File: src/rtl/morse_key_packetizer.sv
// Morse key packetizer: turns a raw Morse key and a raw "back" button into
// 11-bit key packets {3'b001, code}. Codes: 1 = DOT, 2 = DASH, 11 = BACK.
//
// Ports:
//   clk          system clock
//   rst          synchronous active-high reset
//   enable       high = packet generation allowed
//   key_in       raw Morse key (asynchronous, high = pressed)
//   back_in      raw back button (asynchronous, high = pressed)
//   dash_cycles  press length at or above which a press is a DASH
//   key_packet   {type, code}; holds its last value while key_valid is low
//   key_valid    one-cycle strobe qualifying key_packet
//   key_pressed  debounced key level
module morse_key_packetizer #(
  parameter int unsigned DEBOUNCE_CYCLES = 500000
) (
  input  logic        clk,
  input  logic        rst,
  input  logic        enable,
  input  logic        key_in,
  input  logic        back_in,
  input  logic [31:0] dash_cycles,
  output logic [10:0] key_packet,
  output logic        key_valid,
  output logic        key_pressed
);

  localparam logic [2:0] PktType  = 3'b001;
  localparam logic [7:0] CodeDot  = 8'd1;
  localparam logic [7:0] CodeDash = 8'd2;
  localparam logic [7:0] CodeBack = 8'd11;

  typedef enum logic [1:0] {StIdle, StPress, StEmit} state_e;

  logic        key_s1_q, key_s2_q, back_s1_q, back_s2_q;
  logic        key_db_q, key_db_d, back_db_q, back_db_d, back_prev_q;
  logic [31:0] key_cnt_q, key_cnt_d, back_cnt_q, back_cnt_d;
  logic        key_flip, back_flip;
  logic        key_rise, key_fall, back_rise;

  state_e      state_q;
  logic [31:0] press_cnt_q;
  logic        pend_q;
  logic        valid_q;
  logic [10:0] packet_q;

  // Debouncers: the level flips on the cycle the mismatch count reaches
  // DEBOUNCE_CYCLES; any agreeing cycle clears the count.
  always_comb begin
    key_flip  = 1'b0;
    key_db_d  = key_db_q;
    key_cnt_d = '0;
    if (key_s2_q != key_db_q) begin
      if (key_cnt_q + 32'd1 == DEBOUNCE_CYCLES) begin
        key_flip = 1'b1;
        key_db_d = ~key_db_q;
      end else begin
        key_cnt_d = key_cnt_q + 32'd1;
      end
    end

    back_flip  = 1'b0;
    back_db_d  = back_db_q;
    back_cnt_d = '0;
    if (back_s2_q != back_db_q) begin
      if (back_cnt_q + 32'd1 == DEBOUNCE_CYCLES) begin
        back_flip = 1'b1;
        back_db_d = ~back_db_q;
      end else begin
        back_cnt_d = back_cnt_q + 32'd1;
      end
    end
  end

  // The key FSM reacts on the flip edge itself, so EMIT coincides with the
  // cycle the debounced key reads low. The back edge is taken from the
  // registered level so a simultaneous back event lands in that same cycle.
  assign key_rise  = key_flip & ~key_db_q;
  assign key_fall  = key_flip & key_db_q;
  assign back_rise = back_db_q & ~back_prev_q;

  always_ff @(posedge clk) begin
    if (rst) begin
      key_s1_q   <= 1'b0;
      key_s2_q   <= 1'b0;
      back_s1_q  <= 1'b0;
      back_s2_q  <= 1'b0;
      key_db_q   <= 1'b0;
      back_db_q  <= 1'b0;
      key_cnt_q  <= '0;
      back_cnt_q <= '0;
    end else begin
      key_s1_q   <= key_in;
      key_s2_q   <= key_s1_q;
      back_s1_q  <= back_in;
      back_s2_q  <= back_s1_q;
      key_db_q   <= key_db_d;
      back_db_q  <= back_db_d;
      key_cnt_q  <= key_cnt_d;
      back_cnt_q <= back_cnt_d;
    end
  end

  always_ff @(posedge clk) begin
    if (rst) begin
      state_q     <= StIdle;
      press_cnt_q <= '0;
      pend_q      <= 1'b0;
      valid_q     <= 1'b0;
      packet_q    <= '0;
      back_prev_q <= 1'b0;
    end else begin
      // Track the back level even while disabled so a button held across
      // enable rising does not look like a new press.
      back_prev_q <= back_db_q;
      if (!enable) begin
        state_q     <= StIdle;
        press_cnt_q <= '0;
        pend_q      <= 1'b0;
        valid_q     <= 1'b0;
      end else begin
        case (state_q)
          StIdle: begin
            if (key_rise) begin
              state_q     <= StPress;
              press_cnt_q <= 32'd1;
            end
          end
          StPress: begin
            if (key_fall) begin
              state_q <= StEmit;
            end else if (press_cnt_q != 32'hFFFF_FFFF) begin
              press_cnt_q <= press_cnt_q + 32'd1;
            end
          end
          StEmit: begin
            // With very short debounce a new press can begin during EMIT.
            if (key_rise) begin
              state_q     <= StPress;
              press_cnt_q <= 32'd1;
            end else begin
              state_q <= StIdle;
            end
          end
          default: state_q <= StIdle;
        endcase

        // DOT/DASH wins a tie; a concurrent BACK waits one cycle in pend_q.
        if (state_q == StEmit) begin
          valid_q  <= 1'b1;
          packet_q <= {PktType, (press_cnt_q < dash_cycles) ? CodeDot : CodeDash};
          pend_q   <= back_rise | pend_q;
        end else if (back_rise || pend_q) begin
          valid_q  <= 1'b1;
          packet_q <= {PktType, CodeBack};
          pend_q   <= 1'b0;
        end else begin
          valid_q <= 1'b0;
        end
      end
    end
  end

  assign key_packet  = packet_q;
  assign key_valid   = valid_q;
  assign key_pressed = key_db_q;

endmodule

File: config.mk
export PLATFORM = sky130hd
export DESIGN_NAME = morse_key_packetizer
export DESIGN_NICKNAME = d
export VERILOG_FILES = /design/src/rtl/morse_key_packetizer.sv
export SDC_FILE = /design/constraint.sdc
export NUM_CORES = 1
export LEC_CHECK = 0
export ABC_AREA = 1
export CAP_MARGIN = 15
export CORE_MARGIN = 1
export CORE_UTILIZATION = 55
export CTS_BUF_LIST = sky130_fd_sc_hd__clkbuf_4
export CTS_CLUSTER_SIZE = 30
export DETAILED_ROUTE_END_ITERATION = 16
export GPL_ROUTABILITY_DRIVEN = 0
export MAX_ROUTING_LAYER = met4
export PLACE_DENSITY = 0.74
export SETUP_SLACK_MARGIN = 0.2
export SYNTH_ARGS = -nofsm -noshare
export SYNTH_HDL_FRONTEND = slang
export SYNTH_SLANG_ARGS = --single-unit
File: constraint.sdc
create_clock -name clk -period 5.84 [get_ports clk]
set_input_delay 0.876 -clock clk [delete_from_list [all_inputs] [get_ports clk]]
set_output_delay 0.876 -clock clk [all_outputs]
set_load 0.02 [all_outputs]
After elaboration in Yosys (flattened, before gate mapping):

Cells that the tools add are included.

* $add $sub $neg: 3
* magnitude comparators: 1
* equal/unequal tests: 12
* muxes and demuxes: 17
* bitwise gates (word level): 10
* reductions and logical operators: 13

Operators by type and width (number)
* $add 32x1->32 const B: 3
* $mux 32: 3
* $eq 32x19->1 const B: 2
* $pmux 32 s2: 1
* $lt 32x32->1: 1
* $ne 32x32->1 const B: 1
* $mux 11: 2
* $ne 2x2->1 const B: 4
* $reduce_and 2->1: 4
* $mux 1: 7
* $mux 2: 3
* $not 1->1: 6
* $pmux 2 s3: 1
* $reduce_or 3->1: 2
* $reduce_and 4->1: 1
* $reduce_bool 2->1: 2
* $reduce_or 2->1: 2
* $and 1x1->1: 3
* $eq 2x1->1 const B: 1
* $eq 2x2->1 const B: 1
* $logic_not 2->1: 1
* $ne 1x1->1: 2
* $ne 2x1->1 const B: 1
* $logic_or 1x1->1: 1
* $or 1x1->1: 1

* bits in registers: 118
* output and inout bits: 13
* logic and storage cells: 70

Logic depth before layout (Yosys ltp):

* depth in word-level cells: 7
* mapped depth: 17
* gate-level depth less buffers: 17

Worst setup path after synthesis:

OpenSTA, ideal clock, no wires.

* kind: register -> register
* start point: register key_cnt_q[0]
* end point: register press_cnt_q[18]
* data arrival time: 2.122 ns
* required time: 5.725 ns
* setup slack: 3.603 ns
* cell stages (with the launch flop): 16
* cells stage by stage: dfxtp_1 > ha_1 > inv_1 > nor2_4 > nand2_1 > nor2_4 > nand2_1 > nand2_1 > nand2_1 > nor2_1 > nand2_1 > nor2_2 > nand4_4 > clkbuf_1 > a21oi_1 > nor2_1

* longest elaborated chain between the ends: 7
* elaborated cells between the ends (all ways): 9
* classes of those cells: 1 x add/sub; 3 x eq/ne; 2 x mux; 2 x bitwise; 1 x reduce/logical

RTL lines
* start: declaration: line 37 `logic [31:0] key_cnt_q, key_cnt_d, back_cnt_q, back_cnt_d;`
* start signal: assignment: line 99 `key_cnt_q <= key_cnt_d;`
* $add 32x1->32 (*): line 54 `if (key_cnt_q + 32'd1 == DEBOUNCE_CYCLES) begin`
* $eq 32x19->1 (*): line 54
* $mux 1 (*): line 54
* $mux 1 (*): line 53 `if (key_s2_q != key_db_q) begin`
* $and 1x1->1, on equally long branches: line 79, 78
* $ne 2x2->1 (no line) / $ne 2x1->1 (equally long branches)
* $reduce_and 4->1 (no line) (*)
* end signal: assignment: line 133 `press_cnt_q <= press_cnt_q + 32'd1;`
* end: declaration: line 42 `logic [31:0] press_cnt_q;`

Every way passes the cells marked *; elsewhere a longest branch is shown, timed or not.
A chain may end at the register's enable or synchronous reset.

Final worst setup path:

* start point: register key_cnt_q[0]
* end point: register press_cnt_q[4]

Same word-level chain as after synthesis.

==> results.ini <==
[grt]
antenna_found_initial = 1
grt_pass1_wl_mm = 29.15
grt_pass1_vias = 6424
grt_overflow = 0
grt_max_degree = 64
grt_use_total = 0.2567

[power_and_ir_drop]
switchingPower_uw = 318.4
finalPower_mw = 1.205
pwr-share-clk = 0.320
switching_share = 0.2642
leakagePower_nw = 3.384
internal_power_uw = 886.8
p_seq_frac = 0.631
ir_drop_mv = 0.1267
pwr-share-comb = 0.049
power_density_mw_per_mm2 = 146.6

[route]
firstDrtPassIters = 5
post_drt_wl_per_cell_um = 11.81
drc_errors = 0
drt_iter0_drc = 455
drt_wl_total_mm = 16.92
routed-wl-met3_um = 756
wl_met2_mm = 7.840
topRoutingLayerUsed = met4
avgViaCountPerCell = 5.027
vias = 7204
wl_met1_mm = 7.975
ant_nets = 0

[clock_network]
cts_hold_buf = 0
cts_tree = yes
clk_pin_slew_ns = 0.18
cts-root-buf = clkbuf_4
numClockSinks = 111
post-cts-setup-buffers = 0
numCtsBuffers = 9
clk_path_buf_depth = 2
cts-resized-gates = 0
htreeDepth = 3
clk-insertion-delay-late_ns = 0.52

[status]
status = completed

[logic_synthesis]
synth_area_mm2 = 0.007627
ys_ff_latch = 111
synthFlopType = dfxtp_1
synth_edf_count = 0
synth_cell_type_count = 42
synth.yosys.warnings = 0
syn-instance-count = 1222
syn_area_per_cell_um2 = 6.242
ys_seq_area_frac = 0.2913
async_flop_share = 0

[critical_path]
arrival_ns = 3.52
crit_required_ns = 6.25
rr_endpoint = press_cnt_q[4]
path_cells = ha_1 > inv_1 > nor2_4 > nand2_1 > nor2_4 > nand2_1 > nand2_1 > nand2_1 > nor2_1 > nand2_1 > nor2_2 > nand4_4 > a21oi_1 > nor2_1
slowest_stage = nand4_4
rrSetupSlack_ns = 2.74
crit_path_frequent_cell = nand2_1
startpoint = key_cnt_q[0]
r2r_cells = 14
path_max_fanout = 63
cpPeakStageDelay_ns = 0.70
cp-start-kind = flip-flop
worstSetupPathType = reg2reg
cp-endpoint = press_cnt_q[4]
end_kind = flip-flop
r2r_start = key_cnt_q[0]

[final_layout]
layout_commonest_cell = nand2_1
final_cell_mix = 306 x nand2_1, 239 x nor2_1, 174 x inv_1
nFillCells = 1378
drive_above_1_share = 0.04538
area_growth_pct = 7.792
nets = 1323
instances_no_fill = 1433

[sta]
hold_slack_ns = 0.4186
rsz0062_at_grt = no
slew_headroom = 0.4180
fmax_mhz = 322.5
finalWorstSetupSlack_ns = 2.739
setup_viol = 0
tightest_slew_ns = 0.8714
fin_crit_sh = 0.5310
clock_skew_ns = 0.02884
setup_tns_ns = 0
drv_slew = 0
period_minus_slack_ns = 3.101
hold_viol = 0

[flow_run]
max-cap-violations = 0

[placed_design]
hpwl_mm = 13.09
place_ws_ns = 2.789
dp.cells = 1416
port-buffer-count = 42

[die]
ios = 50
fp.dieW_um = 119.8
initial_utilization = 0.5692
dieHeight_um = 119.8
fp.coreArea_mm2 = 0.01340
fp.dieArea_mm2 = 0.01434
fp-row-count = 42

[hold_path]
hp-start = back_s1_q
min_path_type = reg2reg

==> state kept, by name, summed over array words and instances (netlist names) <==
name / flops
key_packet: 4
state_q: 2
press_cnt_q: 32
back_db_q: 1
back_s1_q: 1
key_valid: 1
pend_q: 1
key_pressed: 1
back_cnt_q: 32
key_s2_q: 1
key_s1_q: 1
key_cnt_q: 32
back_s2_q: 1
back_prev_q: 1
==> worst min-delay path by stage <==
| stage | endpoint | slack, ns | cells after the start |
|---|---|---|---|
| floorplan | back_s2_q | 0.39 | 2 |
| global placement | back_s2_q | 0.40 | 2 |
| detailed placement | back_s2_q | 0.40 | 2 |
| CTS | back_s2_q | 0.42 | 2 |
| global route | back_s2_q | 0.46 | 2 |
| finish | back_s2_q | 0.42 | 2 |
==> final cells by class <==
cell class	count	area, um2	share of cell area
well taps	176	220.2	0.02678
inverters	177	664.4	0.08081
clock inverters	7	66.31	0.008066
flip-flops and latches	111	2222	0.2703
diodes	1	2.502	0.0003044
multi-input cells	908	4543	0.5526
repair buffers	44	435.4	0.05296
clock buffers	9	67.56	0.008218
==> cell families (layout without fill, tap and decap cells) <==
family                     Yosys count  in the layout  synth area share
AOI/OAI and AO/OA                   86             86           0.06037
xor gates and xnor gates            46             46           0.05282
adders and majority gates           35             35           0.05741
buffers and inverters              209            237            0.1163
DFF                                111            111            0.2913
other                                1              8         0.0004917
and+or+nand+nor                    734            734            0.4213
==> power by group through the flow <==
stage / clock (mW) / combinational, mW / sequential (mW)
after floorplan: 0 / 0.0331 / 0.776
final: 0.385 / 0.0589 / 0.761
after global placement: 0 / 0.0589 / 0.776
after detailed placement: 0 / 0.0592 / 0.776
after CTS: 0.399 / 0.0597 / 0.761
after global routing: 0.430 / 0.0662 / 0.762
==> metrics by stage <==
| step | utilization | cell area, um2 |
|---|---|---|
| after floorplan | - | 7650 |
| after global placement | 0.6034 | 8085 |
| after detailed placement | 0.6034 | 8085 |
| after CTS | 0.6134 | 8219 |
| after global routing | 0.6135 | 8222 |
| final | 0.6135 | 8222 |
==> cell usage after synthesis (all sizes together) (10+ instances only) <==
library cell / instances / area, um2
o21ai: 10 / 50.05
ha: 35 / 437.9
nor2: 257 / 1047
nand2: 312 / 1191
buf: 24 / 192.7
nand3b: 11 / 82.58
a21oi: 65 / 329.1
nor4: 11 / 68.82
nor3: 33 / 176.4
dfxtp: 111 / 2222
inv: 177 / 664.4
nand4: 22 / 167.7
nand3: 80 / 427.9
xor2: 38 / 332.8
==> worst max-delay path, delay by kind of cell (launching register included) <==
kind / cells / cell delay (ns)
and+or+nand+nor: 11 / 1.85
AOI/OAI and AO/OA: 1 / 0.38
buffers and inverters: 1 / 0.09
DFF: 1 / 0.43
adders and majority gates: 1 / 0.22
==> routing by layer <==
metal | GRT usage | vias up
li1 | - | 3865
met1 | 0.3253 | 3172
met2 | 0.4155 | 139
met3 | 0.04468 | 28
met4 | 0.08203 | 0
met5 | - | -
(Power assumes the default switching activity.)
